## config.mk

```make
export PLATFORM = sky130hd
export DESIGN_NAME = hazard_unit_flat
export DESIGN_NICKNAME = d
export VERILOG_FILES = /design/src/rtl/hazard_if.sv /design/src/rtl/hazard_unit.sv /design/src/flat_wrapper.sv
export SDC_FILE = /design/constraint.sdc
export NUM_CORES = 1
export LEC_CHECK = 0
export ABC_CLOCK_PERIOD_IN_PS = 2040
export BUFFER_PORTS_ARGS = -buffer_cell sky130_fd_sc_hd__buf_2
export CAP_MARGIN = 0
export CORE_UTILIZATION = 49
export DETAILED_ROUTE_END_ITERATION = 10
export GPL_TIMING_DRIVEN = 0
export PLACE_DENSITY = 0.79
export REMOVE_ABC_BUFFERS = 1
export SETUP_SLACK_MARGIN = 0.15
export SYNTH_ARGS = -nofsm -noshare
export SYNTH_HDL_FRONTEND = slang
export SYNTH_SLANG_ARGS = --single-unit
```

## constraint.sdc

```tcl
create_clock -name clock -period 2.04 [get_ports clock]
set_input_delay 0.306 -clock clock [delete_from_list [all_inputs] [get_ports clock]]
set_output_delay 0.306 -clock clock [all_outputs]
set_load 0.005 [all_outputs]
```

## src/rtl/hazard_if.sv

```systemverilog
// ============================================================================
// Module      : hazard_if
// Description : Pipeline-field and stage-control bundle for the hazard unit.
// Revision    : 1.0 - initial release
// ============================================================================
`default_nettype none

interface hazard_if #(
    parameter int REG_ADDR_W = 4,
    parameter int CNT_W      = 16
);
    logic [REG_ADDR_W-1:0] ifid_registerA;
    logic [REG_ADDR_W-1:0] ifid_registerB;
    logic                  ifid_readA;
    logic                  ifid_readB;
    logic [REG_ADDR_W-1:0] idex_registerA;
    logic [REG_ADDR_W-1:0] idex_registerB;
    logic [REG_ADDR_W-1:0] idex_registerFileWrite;
    logic                  idex_memRead;
    logic                  idex_regWrite;
    logic                  idex_branch;
    logic                  branchTaken;
    logic                  idex_jumpRegister;
    logic [REG_ADDR_W-1:0] exmem_registerFileWrite;
    logic                  exmem_regWrite;
    logic [REG_ADDR_W-1:0] memwb_registerFileWrite;
    logic                  memwb_regWrite;
    logic                  pcWrite;
    logic                  ifidWrite;
    logic                  ifidFlush;
    logic                  idexBubble;
    logic [1:0]            forwardA;
    logic [1:0]            forwardB;
    logic [CNT_W-1:0]      loadUseStalls;
    logic [CNT_W-1:0]      flushCount;

    // Pipeline side: presents stage fields, receives control.
    modport master (
        output ifid_registerA, ifid_registerB, ifid_readA, ifid_readB,
        output idex_registerA, idex_registerB, idex_registerFileWrite,
        output idex_memRead, idex_regWrite, idex_branch, branchTaken, idex_jumpRegister,
        output exmem_registerFileWrite, exmem_regWrite,
        output memwb_registerFileWrite, memwb_regWrite,
        input  pcWrite, ifidWrite, ifidFlush, idexBubble,
        input  forwardA, forwardB, loadUseStalls, flushCount
    );

    // Hazard unit side.
    modport slave (
        input  ifid_registerA, ifid_registerB, ifid_readA, ifid_readB,
        input  idex_registerA, idex_registerB, idex_registerFileWrite,
        input  idex_memRead, idex_regWrite, idex_branch, branchTaken, idex_jumpRegister,
        input  exmem_registerFileWrite, exmem_regWrite,
        input  memwb_registerFileWrite, memwb_regWrite,
        output pcWrite, ifidWrite, ifidFlush, idexBubble,
        output forwardA, forwardB, loadUseStalls, flushCount
    );
endinterface

`default_nettype wire

```

## src/rtl/hazard_unit.sv

```systemverilog
// ============================================================================
// Module      : hazard_unit
// Description : Load-use stall, branch/jumpRegister flush, EX forwarding and
//               saturating stall/flush counters for the ID/EX stage.
// Revision    : 1.0 - initial release
// ============================================================================
`default_nettype none

module hazard_unit #(
    parameter int REG_ADDR_W          = 4,
    parameter int LOAD_STALL_CYCLES   = 1,
    parameter int BRANCH_FLUSH_CYCLES = 1,
    parameter int CNT_W               = 16
) (
    input  wire logic clock,
    input  wire logic reset,
    hazard_if.slave   hz
);

    localparam int MAX_CYC = (LOAD_STALL_CYCLES > BRANCH_FLUSH_CYCLES) ?
                             LOAD_STALL_CYCLES : BRANCH_FLUSH_CYCLES;
    localparam int SEQ_W   = (MAX_CYC < 2) ? 1 : $clog2(MAX_CYC + 1);

    localparam logic [SEQ_W-1:0] c_seq_one    = SEQ_W'(1);
    localparam logic [SEQ_W-1:0] c_seq_zero   = SEQ_W'(0);
    localparam logic [SEQ_W-1:0] c_load_reld  = SEQ_W'(LOAD_STALL_CYCLES - 1);
    localparam logic [SEQ_W-1:0] c_flush_reld = SEQ_W'(BRANCH_FLUSH_CYCLES - 1);
    localparam logic [CNT_W-1:0] c_cnt_one    = CNT_W'(1);
    localparam logic [REG_ADDR_W-1:0] c_reg_zero = '0;

    typedef enum logic [1:0] {
        ST_RUN        = 2'd0,
        ST_LOAD_STALL = 2'd1,
        ST_FLUSH      = 2'd2
    } state_t;

    state_t           r_state, w_next_state;
    logic [SEQ_W-1:0] r_cnt, w_next_cnt;
    logic [CNT_W-1:0] r_load_stalls, r_flush_count;

    logic w_redirect, w_load_use, w_inc_stall, w_inc_flush;
    logic w_pc_write, w_ifid_write, w_ifid_flush, w_idex_bubble;
    logic [1:0] w_fwd_a, w_fwd_b;

    function automatic logic [1:0] fwd_sel(
        input logic [REG_ADDR_W-1:0] src,
        input logic [REG_ADDR_W-1:0] exmem_rd,
        input logic                  exmem_we,
        input logic [REG_ADDR_W-1:0] memwb_rd,
        input logic                  memwb_we
    );
        if (exmem_we && exmem_rd != c_reg_zero && exmem_rd == src)
            return 2'b10;
        else if (memwb_we && memwb_rd != c_reg_zero && memwb_rd == src)
            return 2'b01;
        else
            return 2'b00;
    endfunction

    assign w_redirect = (hz.idex_branch & hz.branchTaken) | hz.idex_jumpRegister;

    assign w_load_use = hz.idex_memRead & hz.idex_regWrite &
                        (hz.idex_registerFileWrite != c_reg_zero) &
                        ((hz.ifid_readA & (hz.ifid_registerA == hz.idex_registerFileWrite)) |
                         (hz.ifid_readB & (hz.ifid_registerB == hz.idex_registerFileWrite)));

    always_ff @(posedge clock) begin
        if (reset) begin
            r_state       <= ST_RUN;
            r_cnt         <= c_seq_zero;
            r_load_stalls <= '0;
            r_flush_count <= '0;
        end else begin
            r_state <= w_next_state;
            r_cnt   <= w_next_cnt;
            if (w_inc_stall && r_load_stalls != {CNT_W{1'b1}})
                r_load_stalls <= r_load_stalls + c_cnt_one;
            if (w_inc_flush && r_flush_count != {CNT_W{1'b1}})
                r_flush_count <= r_flush_count + c_cnt_one;
        end
    end

    always_comb begin
        w_next_state  = r_state;
        w_next_cnt    = r_cnt;
        w_pc_write    = 1'b1;
        w_ifid_write  = 1'b1;
        w_ifid_flush  = 1'b0;
        w_idex_bubble = 1'b0;
        w_inc_stall   = 1'b0;
        w_inc_flush   = 1'b0;

        if (r_state == ST_FLUSH) begin
            w_ifid_flush  = 1'b1;
            w_idex_bubble = 1'b1;
            w_next_cnt    = r_cnt - c_seq_one;
            if (r_cnt == c_seq_one)
                w_next_state = ST_RUN;
        end else if (w_redirect) begin
            // Redirect wins over any pending stall: the stalled instruction is on the wrong path.
            w_ifid_flush  = 1'b1;
            w_idex_bubble = 1'b1;
            w_inc_flush   = 1'b1;
            if (BRANCH_FLUSH_CYCLES > 1) begin
                w_next_state = ST_FLUSH;
                w_next_cnt   = c_flush_reld;
            end else begin
                w_next_state = ST_RUN;
                w_next_cnt   = c_seq_zero;
            end
        end else if (r_state == ST_LOAD_STALL) begin
            w_pc_write    = 1'b0;
            w_ifid_write  = 1'b0;
            w_idex_bubble = 1'b1;
            w_inc_stall   = 1'b1;
            w_next_cnt    = r_cnt - c_seq_one;
            if (r_cnt == c_seq_one)
                w_next_state = ST_RUN;
        end else if (r_state == ST_RUN && w_load_use) begin
            w_pc_write    = 1'b0;
            w_ifid_write  = 1'b0;
            w_idex_bubble = 1'b1;
            w_inc_stall   = 1'b1;
            if (LOAD_STALL_CYCLES > 1) begin
                w_next_state = ST_LOAD_STALL;
                w_next_cnt   = c_load_reld;
            end
        end else if (r_state != ST_RUN) begin
            w_next_state = ST_RUN;
        end

        w_fwd_a = fwd_sel(hz.idex_registerA, hz.exmem_registerFileWrite, hz.exmem_regWrite,
                          hz.memwb_registerFileWrite, hz.memwb_regWrite);
        w_fwd_b = fwd_sel(hz.idex_registerB, hz.exmem_registerFileWrite, hz.exmem_regWrite,
                          hz.memwb_registerFileWrite, hz.memwb_regWrite);

        // Reset holds the front end frozen and the EX stage bubbled.
        if (reset) begin
            w_pc_write    = 1'b0;
            w_ifid_write  = 1'b0;
            w_ifid_flush  = 1'b1;
            w_idex_bubble = 1'b1;
            w_fwd_a       = 2'b00;
            w_fwd_b       = 2'b00;
        end
    end

    assign hz.pcWrite       = w_pc_write;
    assign hz.ifidWrite     = w_ifid_write;
    assign hz.ifidFlush     = w_ifid_flush;
    assign hz.idexBubble    = w_idex_bubble;
    assign hz.forwardA      = w_fwd_a;
    assign hz.forwardB      = w_fwd_b;
    assign hz.loadUseStalls = r_load_stalls;
    assign hz.flushCount    = r_flush_count;

endmodule

`default_nettype wire

```

## src/flat_wrapper.sv

```systemverilog
// flat-port wrapper written by rule: the top's interface ports become plain ports
module hazard_unit_flat 
#(
    parameter int REG_ADDR_W          = 4,
    parameter int LOAD_STALL_CYCLES   = 1,
    parameter int BRANCH_FLUSH_CYCLES = 1,
    parameter int CNT_W               = 16
)
  (clock, reset, hz_ifid_registerA, hz_ifid_registerB, hz_ifid_readA, hz_ifid_readB, hz_idex_registerA, hz_idex_registerB, hz_idex_registerFileWrite, hz_idex_memRead, hz_idex_regWrite, hz_idex_branch, hz_branchTaken, hz_idex_jumpRegister, hz_exmem_registerFileWrite, hz_exmem_regWrite, hz_memwb_registerFileWrite, hz_memwb_regWrite, hz_pcWrite, hz_ifidWrite, hz_ifidFlush, hz_idexBubble, hz_forwardA, hz_forwardB, hz_loadUseStalls, hz_flushCount);
  hazard_if #(.REG_ADDR_W(REG_ADDR_W), .CNT_W(CNT_W)) hz_i ();
  input  wire logic clock;
  input  wire logic reset;
  input wire logic [$bits(hz_i.ifid_registerA)-1:0] hz_ifid_registerA;
  input wire logic [$bits(hz_i.ifid_registerB)-1:0] hz_ifid_registerB;
  input wire logic [$bits(hz_i.ifid_readA)-1:0] hz_ifid_readA;
  input wire logic [$bits(hz_i.ifid_readB)-1:0] hz_ifid_readB;
  input wire logic [$bits(hz_i.idex_registerA)-1:0] hz_idex_registerA;
  input wire logic [$bits(hz_i.idex_registerB)-1:0] hz_idex_registerB;
  input wire logic [$bits(hz_i.idex_registerFileWrite)-1:0] hz_idex_registerFileWrite;
  input wire logic [$bits(hz_i.idex_memRead)-1:0] hz_idex_memRead;
  input wire logic [$bits(hz_i.idex_regWrite)-1:0] hz_idex_regWrite;
  input wire logic [$bits(hz_i.idex_branch)-1:0] hz_idex_branch;
  input wire logic [$bits(hz_i.branchTaken)-1:0] hz_branchTaken;
  input wire logic [$bits(hz_i.idex_jumpRegister)-1:0] hz_idex_jumpRegister;
  input wire logic [$bits(hz_i.exmem_registerFileWrite)-1:0] hz_exmem_registerFileWrite;
  input wire logic [$bits(hz_i.exmem_regWrite)-1:0] hz_exmem_regWrite;
  input wire logic [$bits(hz_i.memwb_registerFileWrite)-1:0] hz_memwb_registerFileWrite;
  input wire logic [$bits(hz_i.memwb_regWrite)-1:0] hz_memwb_regWrite;
  output wire logic [$bits(hz_i.pcWrite)-1:0] hz_pcWrite;
  output wire logic [$bits(hz_i.ifidWrite)-1:0] hz_ifidWrite;
  output wire logic [$bits(hz_i.ifidFlush)-1:0] hz_ifidFlush;
  output wire logic [$bits(hz_i.idexBubble)-1:0] hz_idexBubble;
  output wire logic [$bits(hz_i.forwardA)-1:0] hz_forwardA;
  output wire logic [$bits(hz_i.forwardB)-1:0] hz_forwardB;
  output wire logic [$bits(hz_i.loadUseStalls)-1:0] hz_loadUseStalls;
  output wire logic [$bits(hz_i.flushCount)-1:0] hz_flushCount;
  assign hz_i.ifid_registerA = hz_ifid_registerA;
  assign hz_i.ifid_registerB = hz_ifid_registerB;
  assign hz_i.ifid_readA = hz_ifid_readA;
  assign hz_i.ifid_readB = hz_ifid_readB;
  assign hz_i.idex_registerA = hz_idex_registerA;
  assign hz_i.idex_registerB = hz_idex_registerB;
  assign hz_i.idex_registerFileWrite = hz_idex_registerFileWrite;
  assign hz_i.idex_memRead = hz_idex_memRead;
  assign hz_i.idex_regWrite = hz_idex_regWrite;
  assign hz_i.idex_branch = hz_idex_branch;
  assign hz_i.branchTaken = hz_branchTaken;
  assign hz_i.idex_jumpRegister = hz_idex_jumpRegister;
  assign hz_i.exmem_registerFileWrite = hz_exmem_registerFileWrite;
  assign hz_i.exmem_regWrite = hz_exmem_regWrite;
  assign hz_i.memwb_registerFileWrite = hz_memwb_registerFileWrite;
  assign hz_i.memwb_regWrite = hz_memwb_regWrite;
  assign hz_pcWrite = hz_i.pcWrite;
  assign hz_ifidWrite = hz_i.ifidWrite;
  assign hz_ifidFlush = hz_i.ifidFlush;
  assign hz_idexBubble = hz_i.idexBubble;
  assign hz_forwardA = hz_i.forwardA;
  assign hz_forwardB = hz_i.forwardB;
  assign hz_loadUseStalls = hz_i.loadUseStalls;
  assign hz_flushCount = hz_i.flushCount;
  hazard_unit #(.REG_ADDR_W(REG_ADDR_W), .LOAD_STALL_CYCLES(LOAD_STALL_CYCLES), .BRANCH_FLUSH_CYCLES(BRANCH_FLUSH_CYCLES), .CNT_W(CNT_W)) u_core (.clock(clock), .reset(reset), .hz(hz_i));
endmodule
```

======== Word-level counts from Yosys, hierarchy flattened ========
Cells that the tools add are included.
storage, ports and cells
  register bits ........................... 35
  input bits .............................. 39
  output and inout port bits .............. 40
  logic and storage cells ................. 74
operators by class
  add/sub/neg operators ................... 3
  equal/unequal tests ..................... 11
  multiplexer cells ....................... 31
  bitwise gates (word level) .............. 8
  reductions and logical operators ........ 17
operator list
  cell                                                    count
  adder 16 x 1 -> 16 bit (second input constant)          2
  inequality test 16 bit (second input constant)          2
  equality test 4 bit                                     6
  2-to-1 mux 1 bit                                        21
  2-to-1 mux 2 bit                                        10
  nonzero test 4 bit                                      4
  logical AND 1 bit                                       9
  bitwise AND 1 bit                                       6
  inequality test 4 x 1 -> 1 bit (second input constant)  1
  nonzero test 3 bit                                      1
  equality test 2 x 1 -> 1 bit (second input constant)    1
  equality test 2 bit (second input constant)             1
  logical NOT 2 bit                                       1
  bitwise OR 1 bit                                        2
  AND reduction 2 bit                                     1
  nonzero test 2 bit                                      1
  subtractor 1 bit (second input constant)                1

======== Depth between registers and ports, before layout ========
Gate-level depths: netlist (run 1).
  depth in word-level cells ............... 10
  gate-level depth with buffers ........... 10
  gate-level depth less buffers ........... 8

======== Worst setup path after synthesis (run 1) ========
No wires, ideal clock.
  kind .................................... flip-flop to output port
  start point ............................. reg u_core.r_state[0]
  end point ............................... out hz_pcWrite
  data arrival time ....................... 1,597 ps
  required time ........................... 1,734 ps
  path slack .............................. 137 ps
  cell stages (with the launch flop) ...... 11
  path buffers ............................ 2
  cells stage by stage .................... dfxtp_1 > inv_1 > ha_1 > nand3_1 > nor2_1 > a41oi_2 > and2_4 > buf_2 > nor2_1 > nor2_1 > buf_4
on the way
  cells in the longest elaborated chain, start to end .. 7
  elaborated cells between the ends (all ways) .. 9
  those cells by class .................... eq/ne (2); mux (5); reduce/logical (2)
RTL lines
  item                              RTL line            source
  start: declaration                hazard_unit.sv:37   state_t r_state, w_next_state;
  start signal: assignment          hazard_unit.sv:74   r_state <= w_next_state;
  logical NOT 2 bit                 hazard_unit.sv:119  end else if (r_state == ST_RUN && w_load_use) begin
  logical AND 1 bit                 hazard_unit.sv:119
  2-to-1 mux 1 bit (3 in series)    n/a
  2-to-1 mux 1 bit * (2 in series)  n/a
  end: declaration                  flat_wrapper.sv:29  output wire logic [$bits(hz_i.pcWrite)-1:0] hz_pcWrite;
Every way passes the cells marked *; elsewhere a longest branch is shown, timed or not.

======== Worst setup path after layout (run 1) ========
  start point ............................. reg u_core.r_state[0]
  end point ............................... reg u_core.r_load_stalls[9] (netlist: u_core.hz.loadUseStalls[9])
on the way
  cells in the longest elaborated chain, start to end .. 7
  elaborated cells between the ends (all ways) .. 9
  those cells by class .................... eq/ne (2); mux (4); reduce/logical (3)
RTL lines
  item                    RTL line            source
  logical NOT 2 bit       hazard_unit.sv:119
  logical AND 1 bit       hazard_unit.sv:119
  2-to-1 mux 1 bit        hazard_unit.sv:119
  2-to-1 mux 1 bit        hazard_unit.sv:111  end else if (r_state == ST_LOAD_STALL) begin
  2-to-1 mux 1 bit        hazard_unit.sv:99   end else if (w_redirect) begin
  2-to-1 mux 1 bit *      hazard_unit.sv:93   if (r_state == ST_FLUSH) begin
  logical AND 1 bit *     hazard_unit.sv:76   if (w_inc_stall && r_load_stalls != {CNT_W{1'b1}})
  end signal: assignment  hazard_unit.sv:77   r_load_stalls <= r_load_stalls + c_cnt_one;
  end: declaration        hazard_unit.sv:39   logic [CNT_W-1:0] r_load_stalls, r_flush_count;
Marked as above.
A chain may end at the register's enable or synchronous reset.

==> metrics, run 1 <==
final std cells w/o fill=404; die area=0.004664 mm²; reg-to-reg slack, setup=0.04 ns; CTS max path bufs=2; Port Buf Inserts=78; reg2reg end=u_core.hz.loadUseStalls[9]$_SDFFE_PP0P_; post-synth cell types=41; Slowest-stage cell, CP=or4_1; Worst Setup End Kind=flop; Initial Util=52.33%; CTS tree=done; n_diodes=0; Avg Cell Area, Syn=8.250 µm²; status=finished, final reports clean; DRC viols=0; Synth Register Bits=35; first-pass GRT wire length=8.238 mm; Worst-Margin Slew=0.7892 ns; filler cell count=301; CTS Root Cell=clkbuf_8; routability cong.=0.7931; Startpoint Class=flop; Hold Crit Depth=4; initial antenna violation count=0; Seq/Total Area, Yosys=32.54%; Reg-to-Reg Start=u_core.r_state[0]$_SDFFE_PP0P_; vias per std cell=5.616; drt pass-1 iters=4; Post-synth ARST share=0%; core area=0.004115 mm²; clk sink count=35; min cycle time layout=1.998 ns; Sw Share=22.94%; Max-cap violations=0; remaining antenna violation count after routing=0; Worst Path Arrival=2.20 ns; Logic pwr share=12.1%; area delta synth->final=43.23%; largest net degree at the start of global routing=45; dpl cells=379; achievable clock frequency=500.5 MHz; Crit Path Class=reg -> reg; Clk Latency, worst-skew pair=0.29 ns; GRT Overall Usage=22.94%; total congestion overflow=0; max-slew violations=0; Syn Std Cell Area=0.002153 mm²; initial drt markers=166; Worst Clk Skew=0.004037 ns; clk slew on worst S/H paths=0.07 ns; Lkg Pwr=1.234 nW; crit-path max FO=7; CP delay by family, top=simple AND/OR/NAND/NOR gates; CP max stage delay=0.54 ns; number of H-tree levels=2; WL per Instance=14.28 µm; final worst path period share=97.93%; R2R cell count=9; critical path required time=2.25 ns; io pins=79; placed wire-length estimate=3.542 mm; CP Buf/Inv Count=2; min-delay src=hz_idex_jumpRegister; vias in the first global route=1979; worst-path cell chain=inv_4, ha_4, nand3_4, nor2_4, nand4_1, and2_4, buf_6, or4_1, a21oi_1; final hold viol count=0; DR vias=2269; HP Class=in -> reg; most common cell after layout, fill and taps aside=buf_2; most frequent cells in the layout=78 x buf_2, 35 x nor2_1, 29 x xnor2_1, 29 x dfxtp_1, 16 x nand4_1; Post-synth EDFFs=0; cell count after synthesis=261; Die Width=68.29 µm; Num CTS Buffers=5; Fin Setup TNS=0 ns; Warnings, synthesis=0; final net count=398; Slew Limit Headroom=47.39%; Pint=1.273 mW; Seq pwr share=42.4%; # setup viols final=0; Clk pwr share=45.5%; pwr/cell area=535.7 mW/mm²; num rows=23; die height=68.29 µm; Psw=379.1 µW; layout cells sized above 1=42.66%; VDD IR max=0.4147 mV; hold_buf cts=0; RSZ-0062 raised after global routing=true; Most used DFF post-synth=dfxtp_1; final wirelength=5.771 mm; Hold EP=u_core.r_cnt$_SDFFE_PP0P_
==> synthesized netlist by cell type (all sizes together), types with 2 or more instances <==
library cell / instances / area share [%]
a2111oi: 3 / 1.2
a21oi: 10 / 2.5
and2: 4 / 1.3
and3: 3 / 0.87
and4: 3 / 1.2
buf: 3 / 1.1
clkbuf: 7 / 1.2
dfxtp: 35 / 33
ha: 6 / 3.5
inv: 7 / 1.2
mux2: 4 / 2.1
mux2i: 3 / 1.4
nand2: 11 / 1.9
nand2b: 2 / 0.58
nand3: 13 / 3.0
nand3b: 2 / 0.70
nand4: 16 / 4.6
nor2: 41 / 7.1
nor2b: 6 / 1.7
nor3: 8 / 2.1
nor4: 3 / 0.87
o21a: 2 / 0.70
o21ai: 5 / 1.2
o31ai: 4 / 1.4
or3: 5 / 1.5
or4: 5 / 1.7
xnor2: 29 / 12
xor2: 13 / 5.3
==> cells by family after synthesis <==
logic type      count (synthesis)  share of synthesized area (%)
buf+inv                        17                          3.545
mux                             7                          3.486
fa+ha+maj                       6                          3.486
xor+xnor                       42                          17.08
flops                          35                          32.54
simple gates                  124                          30.33
compound gates                 30                          9.530
==> sequential cells by signal, indices dropped and copies added, names as in the netlist <==
| signal | cells |
|---|---|
| u_core.r_cnt | 1 |
| u_core.hz.loadUseStalls | 16 |
| u_core.r_state | 2 |
| u_core.hz.flushCount | 16 |
==> worst register-to-register path: stages, from the launching register on <==
cell and delay [ns]:
dfxtp_2 0.34, inv_4 0.07, ha_4 0.14, nand3_4 0.06
nor2_4 0.11, nand4_1 0.14, and2_4 0.20, buf_6 0.14
or4_1 0.54, a21oi_1 0.18
==> metrics by stage <==
stage               power [mW]  setup slack, ns  utilization, %  hold WS, ns  cell area, µm²
floorplan               0.7966           0.2219               -       0.3751            2103
finish                   1.652          0.04216           74.95       0.4711            3084
CTS                      1.636          0.08741           68.44       0.4634            2816
detailed placement      0.8864         -0.06163           62.12       0.4782            2556
global placement        0.8821          0.01737           62.12       0.4790            2556
global route             1.719          -0.1799           74.95       0.4899            3084
==> layer usage <==
metal	routed length [µm]	vias up	track usage, %
li1	-	1109	-
met1	2427	1064	25.65
met2	2924	82	42.65
met3	314	14	5.000
met4	104	0	6.771
met5	0	-	0
==> power groups by stage <==
stage                     combinational, mW  clock, mW  sequential (mW)
after floorplan                      0.0837          0            0.713
after global placement                0.169          0            0.714
after detailed placement              0.172          0            0.714
after CTS                             0.181      0.757            0.698
after global routing                  0.219      0.799            0.701
final                                 0.200      0.752            0.700
==> timing repair <==
action | CTS | global route
endpoints found under the hold margin | 0 | 0
pin swaps | 11 | 18
endpoints found under the setup margin | 25 | 29
cloned | 1 | 0
setup buffers | 8 | 8
resized for setup | 18 | 46
==> worst max path at each step <==
| stage | startpoint | endpoint | slack, ns | depth (start not counted) |
|---|---|---|---|---|
| 2_1_floorplan | u_core.r_state[0]$_SDFFE_PP0P_ | u_core.hz.loadUseStalls[7]$_SDFFE_PP0P_ | 0.22 | 8 |
| 3_3_place_gp | hz_idex_registerFileWrite[3] | u_core.hz.loadUseStalls[6]$_SDFFE_PP0P_ | 0.02 | 7 |
| 3_5_place_dp | u_core.r_state[0]$_SDFFE_PP0P_ | u_core.r_state[1]$_SDFFE_PP0P_ | -0.06 | 8 |
| 4_1_cts | u_core.r_state[0]$_SDFFE_PP0P_ | hz_pcWrite | 0.09 | 9 |
| 5_1_grt | u_core.r_state[1]$_SDFFE_PP0P_ | u_core.hz.loadUseStalls[9]$_SDFFE_PP0P_ | -0.18 | 9 |
| 6_report | u_core.r_state[0]$_SDFFE_PP0P_ | u_core.hz.loadUseStalls[9]$_SDFFE_PP0P_ | 0.04 | 9 |
==> final cells by class <==
| type | instances | area (µm²) | share of cell area, % |
|---|---|---|---|
| clock buffer | 5 | 68.82 | 2.231 |
| clock inverter | 3 | 67.56 | 2.191 |
| inverter | 7 | 28.78 | 0.9331 |
| multi-input combinational | 210 | 1627 | 52.74 |
| sequential | 35 | 708.2 | 22.96 |
| tap | 50 | 62.56 | 2.028 |
| timing repair buffer | 94 | 521.8 | 16.92 |
Note: power is estimated with default switching activity, not from simulation.
==> run 2, diff against run 1 <==
--- a/config.mk
+++ b/config.mk
@@ -6,12 +6,13 @@
 export NUM_CORES = 1
 export LEC_CHECK = 0
 export ABC_CLOCK_PERIOD_IN_PS = 2040
-export BUFFER_PORTS_ARGS = -buffer_cell sky130_fd_sc_hd__buf_2
 export CAP_MARGIN = 0
-export CORE_UTILIZATION = 49
+export CORE_ASPECT_RATIO = 0.6
+export CORE_UTILIZATION = 55
 export DETAILED_ROUTE_END_ITERATION = 10
+export DONT_BUFFER_PORTS = 1
 export GPL_TIMING_DRIVEN = 0
-export PLACE_DENSITY = 0.79
+export PLACE_DENSITY = 0.7
 export REMOVE_ABC_BUFFERS = 1
 export SETUP_SLACK_MARGIN = 0.15
 export SYNTH_ARGS = -nofsm -noshare
==> run 2 against run 1 <==
Clock-buffer cell count grew 2. Cell count is 20% lower. Sequential cell count unchanged. Critical path type unchanged.
==> metrics, run 2 (same netlist as run 1, synthesis figures left out) <==
max-slew violations=0; Hold Slack=0.07391 ns; final net count=319; vias per std cell=5.957; die area=0.004177 mm²; DRC viols=0; number of H-tree levels=2; VDD IR max=0.3882 mV; routability cong.=0.7584; Worst Path Arrival=2.10 ns; Initial Util=58.18%; CTS Root Cell=clkbuf_8; Crit Path Class=reg -> reg; global-route met3 utilization=7.636%; core area=0.003701 mm²; # setup viols final=0; initial drt markers=114; Lkg Pwr=0.8276 nW; pwr/cell area=515.0 mW/mm²; remaining antenna violation count after routing=0; drt pass-1 iters=4; die height=50.47 µm; initial antenna violation count=0; CP delay by family, top=simple AND/OR/NAND/NOR gates; most common cell after layout, fill and taps aside=nor2_1; Die Width=82.78 µm; CTS tree=done; GR Util met2=33.06%; status=finished, final reports clean; Max-cap violations=0; min cycle time layout=1.880 ns; Worst Clk Skew=0.01078 ns; clk sink count=35; Fin Setup TNS=0 ns; RSZ-0062 raised after global routing=true; Top Usage Layer GRT=met1; hold_buf cts=0; Clk Latency, worst-skew pair=0.28 ns; total congestion overflow=0; vias in the first global route=1657; critical path required time=2.26 ns; layout cells sized above 1=23.27%; Port Buf Inserts=0; Slowest-stage cell, CP=dfxtp_2; area delta synth->final=17.08%; fin util=68.12%; dpl cells=298; io pins=79; n_diodes=0; Startpoint Class=flop; final worst path period share=92.17%; final instance area=0.002521 mm²; final wirelength=4.922 mm; DR vias=1918; final setup margin=0.1598 ns; achievable clock frequency=531.9 MHz; met1 usage in global routing=35.86%; CP max stage delay=0.33 ns; HP Class=in -> reg; final std cells w/o fill=322; Num CTS Buffers=5; crit-path max FO=8; WL per Instance=15.29 µm; GRT Overall Usage=23.71%; Slew Limit Headroom=46.61%; most frequent cells in the layout=38 x nor2_1, 29 x xnor2_1, 24 x dfxtp_1; DP Area=0.002162 mm²; CTS max path bufs=2; Worst-Margin Slew=0.7904 ns; crit-path most repeated cell=or3_1; placed wire-length estimate=3.303 mm; filler cell count=306; num rows=17; CP Buf/Inv Count=1; total power draw=1.299 mW; Worst Setup End Kind=flop; clk slew on worst S/H paths=0.08 ns; first-pass GRT wire length=7.624 mm; worst-path cell chain=buf_4, ha_4, and2b_4, nand3_1, or3_1, or3_1, a21oi_2; pre-CTS setup slack=-0.01344 ns; final hold viol count=0; largest net degree at the start of global routing=45
-- run 2: area by class of cell --
| class | instances | area, µm² | area share, % |
|---|---|---|---|
| inverter | 7 | 28.78 | 1.141 |
| clock buffer | 7 | 76.32 | 3.027 |
| timing repair buffer | 15 | 125.1 | 4.963 |
| sequential | 35 | 714.4 | 28.34 |
| clock inverter | 1 | 5.005 | 0.1985 |
| multi-input combinational | 210 | 1513 | 60.00 |
| tap | 47 | 58.81 | 2.333 |
-- run 2: path summary, 6_finish.rpt --
check,from,to,slack (ns),cells after the start
max,u_core.r_state[1]$_SDFFE_PP0P_,u_core.hz.loadUseStalls[10]$_SDFFE_PP0P_,0.16,7
min,reset,u_core.hz.loadUseStalls[5]$_SDFFE_PP0P_,0.07,1
max reg2reg,u_core.r_state[1]$_SDFFE_PP0P_,u_core.hz.loadUseStalls[10]$_SDFFE_PP0P_,0.16,7
min reg2reg,u_core.hz.loadUseStalls[5]$_SDFFE_PP0P_,u_core.hz.loadUseStalls[5]$_SDFFE_PP0P_,0.50,2
-- run 2: layer usage --
layer,vias to the layer above,wire [µm]
met5,-,0
met4,0,10
met3,2,451
met2,81,2077
met1,880,2383
li1,955,-
-- run 2: power by group --
group / leakage, nW / internal [mW] / switching [mW]
clock network: 0.0422 / 0.240 / 0.245
registers: 0.288 / 0.690 / 0.0112
logic: 0.498 / 0.0613 / 0.0507
-- run 2: repair_timing --
item / 4_1_cts / 5_1_grt
hold endpoints to repair: 0 / 0
gates cloned: 1 / 0
resized for setup: 16 / 31
setup endpoints to repair: 25 / 28
buffers inserted: 9 / 6
pin swaps: 14 / 14
==> run 3, diff against run 2 <==
--- a/config.mk
+++ b/config.mk
@@ -8,13 +8,13 @@
 export ABC_CLOCK_PERIOD_IN_PS = 2040
 export CAP_MARGIN = 0
 export CORE_ASPECT_RATIO = 0.6
-export CORE_UTILIZATION = 55
+export CORE_UTILIZATION = 25
 export DETAILED_ROUTE_END_ITERATION = 10
 export DONT_BUFFER_PORTS = 1
 export GPL_TIMING_DRIVEN = 0
-export PLACE_DENSITY = 0.7
 export REMOVE_ABC_BUFFERS = 1
 export SETUP_SLACK_MARGIN = 0.15
 export SYNTH_ARGS = -nofsm -noshare
 export SYNTH_HDL_FRONTEND = slang
 export SYNTH_SLANG_ARGS = --single-unit
+export TNS_END_PERCENT = 1
==> run 3 against run 2 <==
Sequential cell count stayed put. Total power is 24% higher. Die area is 120% higher. Largest cell class unchanged. Worst hold slack better by 0.014 ns. Core utilization is 35 points lower. Critical endpoint is now hz_pcWrite. Highest routed layer unchanged. Combinational power is 5% higher. Cell count is 19% higher. Sequential power hardly changed. Sequential share of layout area is 2.1 points lower. Register-to-register slack worse by 0.02 ns.
==> metrics, run 3 (same netlist as run 1, synthesis figures left out) <==
status=finished, final reports clean; largest net degree at the start of global routing=45; final wirelength=5.859 mm; final setup margin=0.1250 ns; worst-path cell chain=inv_2, ha_4, nand3_4, nor2_4, nand4_1, buf_6, and2_4, nor2_4, nor2_4; Num CTS Buffers=5; Lkg Pwr=0.8531 nW; pwr/cell area=600.4 mW/mm²; pre-CTS setup slack=-0.09977 ns; io pins=79; min cycle time layout=1.915 ns; area delta synth->final=24.99%; Pint=1.239 mW; number of H-tree levels=2; die area=0.009001 mm²; VDD IR max=0.3273 mV; critical path required time=1.73 ns; CTS max path bufs=2; RSZ-0062 raised after global routing=true; placed wire-length estimate=4.065 mm; Fin Setup TNS=0 ns; clk slew on worst S/H paths=0.06 ns; GRT Overall Usage=13.37%; Psw=376.3 µW; final instance area=0.002691 mm²; routability cong.=0.7465; Startpoint Class=flop; initial drt markers=58; n_diodes=0; hold_buf cts=0; final hold viol count=0; clk sink count=35; max-slew violations=0; Clk Latency, worst-skew pair=0.28 ns; core area=0.008102 mm²; DRC viols=0; Clk pwr share=49.4%; Worst Setup End Kind=output pin; remaining antenna violation count after routing=0; Sw Share=23.29%; vias in the first global route=1824; final std cells w/o fill=384; final net count=320; Worst Clk Skew=0.006328 ns; crit-path most repeated cell=nor2_4; die height=73.89 µm; drt pass-1 iters=4; final worst path period share=93.87%; initial antenna violation count=0; filler cell count=846; Logic pwr share=7.3%; crit-path max FO=6; dpl cells=359; CTS Root Cell=clkbuf_16; Max-cap violations=0; Port Buf Inserts=0; vias per std cell=5.000; Initial Util=26.58%; Crit Path Class=reg -> out; CTS tree=done; DR vias=1920; Worst Path Arrival=1.61 ns; DP Area=0.002238 mm²; # setup viols final=0; most common cell after layout, fill and taps aside=nor2_1; Worst-Margin Slew=0.6889 ns; CP max stage delay=0.33 ns; Die Width=121.8 µm; HP Class=in -> reg; WL per Instance=15.26 µm; Slew Limit Headroom=53.48%; total congestion overflow=0; most frequent cells in the layout=36 x nor2_1, 33 x dfxtp_1, 29 x xnor2_1; Slowest-stage cell, CP=dfxtp_2; achievable clock frequency=522.2 MHz; first-pass GRT wire length=9.225 mm; Seq pwr share=43.3%; layout cells sized above 1=21.38%; num rows=25
==> run 3: cell types whose count changed in the layout (fill, tap and decap cells not counted), sizes merged <==
cell / previous run / this run
and2: 5 / 6
clkbuf: 7 / 6
clkinvlp: 0 / 1
==> run 3: layout make-up <==
cell class,count,area (µm²),share of cell area [%]
clock buffer,6,138.9,5.160
clock inverter,2,16.27,0.6044
sequential,35,705.7,26.22
timing repair buffer,15,132.6,4.928
multi-input combinational,211,1534,57.00
tap,108,135.1,5.021
inverter,7,28.78,1.069
==> run 3: layer usage <==
metal | vias to the layer above | track usage [%] | wire length, µm
met2 | 39 | 20.21 | 2560
met3 | 2 | 4.969 | 376
met5 | - | 0 | 0
met4 | 0 | 2.881 | 13
li1 | 949 | - | -
met1 | 930 | 17.97 | 2909
==> run 3: critical path: cells and delay by family, from the launching register on <==
family,cells,cell delay [ns]
adder cells (fa/ha/maj),1,0.15
buffers and inverters,2,0.23
flip-flops,1,0.33
AND/OR/NAND/NOR,6,0.61
==> run 3: final timing paths <==
check,from,to,slack [ns],cells after the start
worst min-delay path,reset,u_core.hz.flushCount[3]$_SDFFE_PP0P_,0.09,1
worst max register to register,u_core.hz.loadUseStalls[0]$_SDFFE_PP0P_,u_core.hz.loadUseStalls[6]$_SDFFE_PP0P_,0.14,6
worst min register to register,u_core.r_state[1]$_SDFFE_PP0P_,u_core.r_state[1]$_SDFFE_PP0P_,0.49,1
worst max-delay path,u_core.r_state[1]$_SDFFE_PP0P_,hz_pcWrite,0.13,9
==> run 3: timing repair <==
item                                    in CTS  in global routing
endpoints found under the setup margin      29                 31
buffers inserted                             7                  8
pin swaps                                    7                 13
cloned                                       2                  0
gates resized for setup                     15                 29
==> run 3: power groups by stage <==
stage | clock network (mW) | logic (mW) | registers [mW]
after CTS | 0.823 | 0.104 | 0.701
after global routing | 0.852 | 0.129 | 0.702
after detailed placement | 0 | 0.0966 | 0.716
after global placement | 0 | 0.0941 | 0.716
final | 0.798 | 0.118 | 0.700
after floorplan | 0 | 0.0837 | 0.713
==> run 3: metrics by stage <==
step | utilization, % | power, mW | hold slack, ns
2_1_floorplan | - | 0.7966 | 0.3751
3_3_place_gp | 27.63 | 0.8104 | 0.3820
3_5_place_dp | 27.63 | 0.8127 | 0.3837
4_1_cts | 30.97 | 1.628 | 0.07798
5_1_grt | 33.22 | 1.683 | 0.07454
6_report | 33.22 | 1.616 | 0.08767
